<file path="config.mk">
export PLATFORM = sky130hd
export DESIGN_NAME = piarb_ll_walker
export DESIGN_NICKNAME = d
export VERILOG_FILES = /design/src/rtl/piarb_ll_walker.sv
export SDC_FILE = /design/constraint.sdc
export NUM_CORES = 1
export LEC_CHECK = 0
export CORE_MARGIN = 2
export CORE_UTILIZATION = 35
export CTS_BUF_LIST = sky130_fd_sc_hd__clkbuf_4 sky130_fd_sc_hd__clkbuf_8
export DETAILED_ROUTE_END_ITERATION = 16
export MAX_ROUTING_LAYER = met4
export SLEW_MARGIN = 20
export SYNTH_ARGS = -nofsm -noshare
export SYNTH_HDL_FRONTEND = slang
export SYNTH_SLANG_ARGS = --single-unit
export TNS_END_PERCENT = 50
</file>
<file path="constraint.sdc">
create_clock -name clk -period 3.05 [get_ports clk]
set_clock_uncertainty 0.1 [all_clocks]
set_input_delay 0.305 -clock clk [delete_from_list [all_inputs] [get_ports clk]]
set_output_delay 0.305 -clock clk [all_outputs]
set_load 0.1 [all_outputs]
</file>
<file path="src/rtl/piarb_ll_walker.sv">
// piarb_ll_walker
//   Walks one packet's buffer chain in the PIARB buffer linked list. A descriptor
//   (head pointer + buffer count) is turned into a stream of buffer pointers, in
//   chain order, on a ready/valid output marked with SOP/EOP. Each successor
//   pointer is fetched through the linked list's read port (fixed 3-cycle latency).
//   This block is the only master of that read port.
// Ports
//   clk, rst_n                         clock, async active-low reset
//   desc_valid/desc_ready              descriptor handshake (ready == idle)
//   desc_head_ptr, desc_buf_cnt        first buffer, number of buffers
//   desc_err                           pulse: zero-count descriptor dropped
//   buf_req, buf_req_ptr               linked-list read request (1-cycle pulse)
//   buf_ack_valid, buf_ack_ptr         linked-list read return
//   ack_err                            pulse: ack seen with nothing outstanding
//   out_valid/out_ready                buffer pointer handshake
//   out_ptr, out_sop, out_eop          buffer pointer and packet markers
//   busy                               walker not idle
module piarb_ll_walker #(
    parameter int BUF_NBITS = 8,
    parameter int CNT_NBITS = 8
) (
    input  logic                 clk,
    input  logic                 rst_n,
    input  logic                 desc_valid,
    output logic                 desc_ready,
    input  logic [BUF_NBITS-1:0] desc_head_ptr,
    input  logic [CNT_NBITS-1:0] desc_buf_cnt,
    output logic                 desc_err,
    output logic                 buf_req,
    output logic [BUF_NBITS-1:0] buf_req_ptr,
    input  logic                 buf_ack_valid,
    input  logic [BUF_NBITS-1:0] buf_ack_ptr,
    output logic                 ack_err,
    output logic                 out_valid,
    input  logic                 out_ready,
    output logic [BUF_NBITS-1:0] out_ptr,
    output logic                 out_sop,
    output logic                 out_eop,
    output logic                 busy
);

    localparam logic [1:0] S_IDLE = 2'd0;
    localparam logic [1:0] S_OUT  = 2'd1;
    localparam logic [1:0] S_WAIT = 2'd2;

    localparam logic [CNT_NBITS-1:0] CNT_ONE = {{(CNT_NBITS-1){1'b0}}, 1'b1};

    logic [1:0]           state;
    logic [BUF_NBITS-1:0] cur_ptr;
    logic [BUF_NBITS-1:0] nxt_ptr;
    logic [CNT_NBITS-1:0] rem;
    logic                 sop_flag;
    logic                 entry;     // first cycle of the current OUT beat
    logic                 req_pend;  // linked-list read in flight
    logic                 ack_got;   // successor already captured in nxt_ptr

    logic in_out, last, ack_ok, hs;

    assign in_out      = (state == S_OUT);
    assign last        = (rem == CNT_ONE);
    assign ack_ok      = buf_ack_valid & req_pend;
    assign hs          = in_out & out_ready;

    assign desc_ready  = (state == S_IDLE);
    assign busy        = (state != S_IDLE);
    assign out_valid   = in_out;
    assign out_ptr     = cur_ptr;
    assign out_sop     = in_out & sop_flag;
    assign out_eop     = in_out & last;
    // The successor fetch is launched once, on the beat's entry cycle, so it
    // overlaps with any downstream stall.
    assign buf_req     = in_out & entry & ~last;
    assign buf_req_ptr = cur_ptr;

    always_ff @(posedge clk or negedge rst_n) begin
        if (!rst_n) begin
            state    <= S_IDLE;
            cur_ptr  <= '0;
            nxt_ptr  <= '0;
            rem      <= '0;
            sop_flag <= 1'b0;
            entry    <= 1'b0;
            req_pend <= 1'b0;
            ack_got  <= 1'b0;
            desc_err <= 1'b0;
            ack_err  <= 1'b0;
        end else begin
            desc_err <= 1'b0;
            ack_err  <= buf_ack_valid & ~req_pend;
            entry    <= 1'b0;
            if (ack_ok)  req_pend <= 1'b0;
            if (buf_req) req_pend <= 1'b1;

            case (state)
                S_IDLE: begin
                    if (desc_valid) begin
                        if (desc_buf_cnt == '0) begin
                            desc_err <= 1'b1;
                        end else begin
                            cur_ptr  <= desc_head_ptr;
                            rem      <= desc_buf_cnt;
                            sop_flag <= 1'b1;
                            entry    <= 1'b1;
                            ack_got  <= 1'b0;
                            state    <= S_OUT;
                        end
                    end
                end
                S_OUT: begin
                    if (hs) begin
                        if (last) begin
                            sop_flag <= 1'b0;
                            state    <= S_IDLE;
                        end else if (ack_got || ack_ok) begin
                            // A stored successor wins; a same-cycle ack is used directly.
                            cur_ptr  <= ack_got ? nxt_ptr : buf_ack_ptr;
                            rem      <= rem - CNT_ONE;
                            sop_flag <= 1'b0;
                            entry    <= 1'b1;
                            ack_got  <= 1'b0;
                        end else begin
                            state    <= S_WAIT;
                        end
                    end else if (ack_ok) begin
                        nxt_ptr <= buf_ack_ptr;
                        ack_got <= 1'b1;
                    end
                end
                S_WAIT: begin
                    if (ack_ok) begin
                        cur_ptr  <= buf_ack_ptr;
                        rem      <= rem - CNT_ONE;
                        sop_flag <= 1'b0;
                        entry    <= 1'b1;
                        state    <= S_OUT;
                    end
                end
                default: state <= S_IDLE;
            endcase
        end
    end

endmodule

</file>
==> impl_results.md <==
* Remaining DRCs at 0
* Unrepaired setup endpoints after global routing: false
* Setup WS post-layout at 607.9 ps
* Die Footprint at 6160 um^2
* CP Data Arrival Time at 2040 ps
* Register Area at 800.8 um^2
* Diode count at 0
* P&R area growth vs syn at 29.90%
* Largest net degree at the start of global routing at 33
* Die Ht at 78.49 um
* Final cell count without fillers at 323
* Post-DP HPWL at 3298 um
* Number of synthesized flops with an enable pin at 0
* CORE AREA at roughly 5400 um^2
* Worst Hold Class: primary input to async pin
* Syn nets at 240
* Ranking of synthesized cells by area: dfrtp_1 (41%), mux2i_1 (5.7%), nand2_1 (4.6%)
* Die X at 78.49 um
* H-tree Lvls at 2
* Detailed Routing Iterations Pass 1 at 4
* Vias per inst at 4.957
* Endpoints failing hold at 0
* Antenna-violating nets left at 0
* Startpoint Class: flip-flop
* Io pins at 53
* Max Cap Viol at 0
* CTS Buf Count at 5
* I/O Buffers at 52
* Dpl ws at 641.7 ps
* WL final at 4459 um
* CTS clk-pin slew, worst paths at around 70 ps
* Vias in the first global route at 1,620
* CTS resizes at 0
* Count leader, synth: dfrtp_1
* Total global-route track usage at 0.1638
* Nets at 285
* Share of the synthesized area in the top cell type at 0.4124
* Worst EP required at 2640 ps
* Initial DRC Count at 58
* Measured slew at the worst slew-check pin at 581.5 ps
* Dpl cells at 315
* GPL Wtd Cong at 0.8118
* Clock Latency Late Sink at 290 ps
* GRT overflow at 0
* Period utilization at 0.8007
* Slew HR at 0.6087
* Worst-path maximum fanout at 10
* Clk sinks at 32
* CTS tree: built
* Root Buffer: clkbuf_8
* FF+latch count, synth at 32
* Synth async-reset ratio at 1.000
* Wirelength per Cell at 13.80 um
* Post-Syn Area per Cell at 9.472 um^2
* Initial antenna violation count at 0
* Fin. max-slew vios at 0
* Setup CP Type: flip-flop to output port
* Mapped Area at 1942 um^2
* Share of cells above drive strength 1 at 0.1952
* Setup Fix Bufs, Post-CTS at 0
* Fillers at 532
* Row count at 27
* Multi-input gate area at 984.7 um^2
* Yosys warnings at 0
* Clock Tree Buf Depth at 2
* Starting Density at 0.3570
* Area leader, netlist: dfrtp_1
* Seq/Total Area, Yosys at 0.4124
* Post-layout util at 0.4638
* Status: completed
* Top_reg_cell synth: dfrtp_1
* Final setup violation count at 0
* Syn Inst Count at 205
* Routed via count at 1,601
* Min Tclk post-route at roughly 2400 ps
* F_max at a little over 400 MHz
* Synth cell count leaders: dfrtp_1 (32), nand2_1 (24), o21ai_1 (15)
* Hold Buf Count CTS at 0
* First-pass GRT wire length at 7652 um
* Number of distinct library cells after synthesis at 43
* Worst setup EP type: output port
critical path, cell delays in order (launching register included):
cell      delay [ps]
dfrtp_1          410
inv_1             90
ha_1             330
clkinv_1         370
nor2_2           240
buf_4            310
per-stage QoR:
stage               cell area [um^2]  TNS [ps]  hold slack (ps)
floorplan                       1947    -68.70           -90.59
global placement                2411         0            376.4
detailed placement              2411         0            383.0
CTS                             2522         0            328.2
global route                    2522         0            384.8
finish                          2522         0            318.4
area by class of cell:
type                       count  share of cell area
tap                           72             0.03571
clock buffer                   6             0.03026
clock inverter                 2             0.01389
multi-input combinational    143              0.3904
inverter                      12             0.01786
timing repair buffer          56              0.1944
sequential                    32              0.3175
layer usage:
metal | track usage | vias to the layer above | wire length (um) | share of wire
met3 | 0.02414 | 5 | 134 | 0.030
met4 | 0.06842 | 0 | 74 | 0.017
met5 | - | - | 0 | 0
met1 | 0.2064 | 745 | 2136 | 0.48
li1 | - | 818 | - | -
met2 | 0.2647 | 33 | 2114 | 0.47
kinds of logic after synthesis:
| logic type | count (synthesis) | share of synthesized area |
|---|---|---|
| buf+inv | 30 | 0.08312 |
| mux | 19 | 0.1031 |
| compound gates | 59 | 0.2056 |
| fa+ha+maj | 6 | 0.03866 |
| simple gates | 59 | 0.1572 |
| flops | 32 | 0.4124 |
cell usage in the layout (no fill, tap or decap), drive strengths merged, types with 4 or more instances in the layout:
master         netlist  routed
dfrtp               32      32
clkdlybuf4s50        0      28
buf                 13      28
o21ai               28      28
nand2               24      24
mux2i               11      11
inv                 11      11
nor2                10      10
o211ai               8       8
mux2                 8       8
ha                   6       6
clkbuf               5       6
nor2b                5       5
nand2b               4       4
a21oi                4       4
a211o                4       4
state kept, by name, summed over array words and instances (netlist names):
name	flops
state	2
nxt_ptr	8
buf_req_ptr	8
ack_err	1
entry	1
rem	8
ack_got	1
req_pend	1
sop_flag	1
desc_err	1
path summary, 6_finish.rpt:
path | endpoint | depth (start not counted) | slack (ps) | start
hold reg to reg | nxt_ptr[2]$_DFFE_PN0P_ | 1 | 390 | nxt_ptr[2]$_DFFE_PN0P_
min in group clk | nxt_ptr[2]$_DFFE_PN0P_ | 1 | 390 | nxt_ptr[2]$_DFFE_PN0P_
max in group asynchronous | buf_req_ptr[3]$_DFFE_PN0P_ | 2 | 2230 | rst_n
setup reg to reg | rem[5]$_DFFE_PN0P_ | 8 | 760 | state[1]$_DFFE_PN0P_
setup / recovery | out_eop | 5 | 610 | state[1]$_DFFE_PN0P_
hold / removal | desc_err$_DFF_PN0_ | 2 | 320 | rst_n
Power is left out: the tool's default activity adds up to more than one toggle a clock period on the data nets, which glitch-free logic cannot reach.
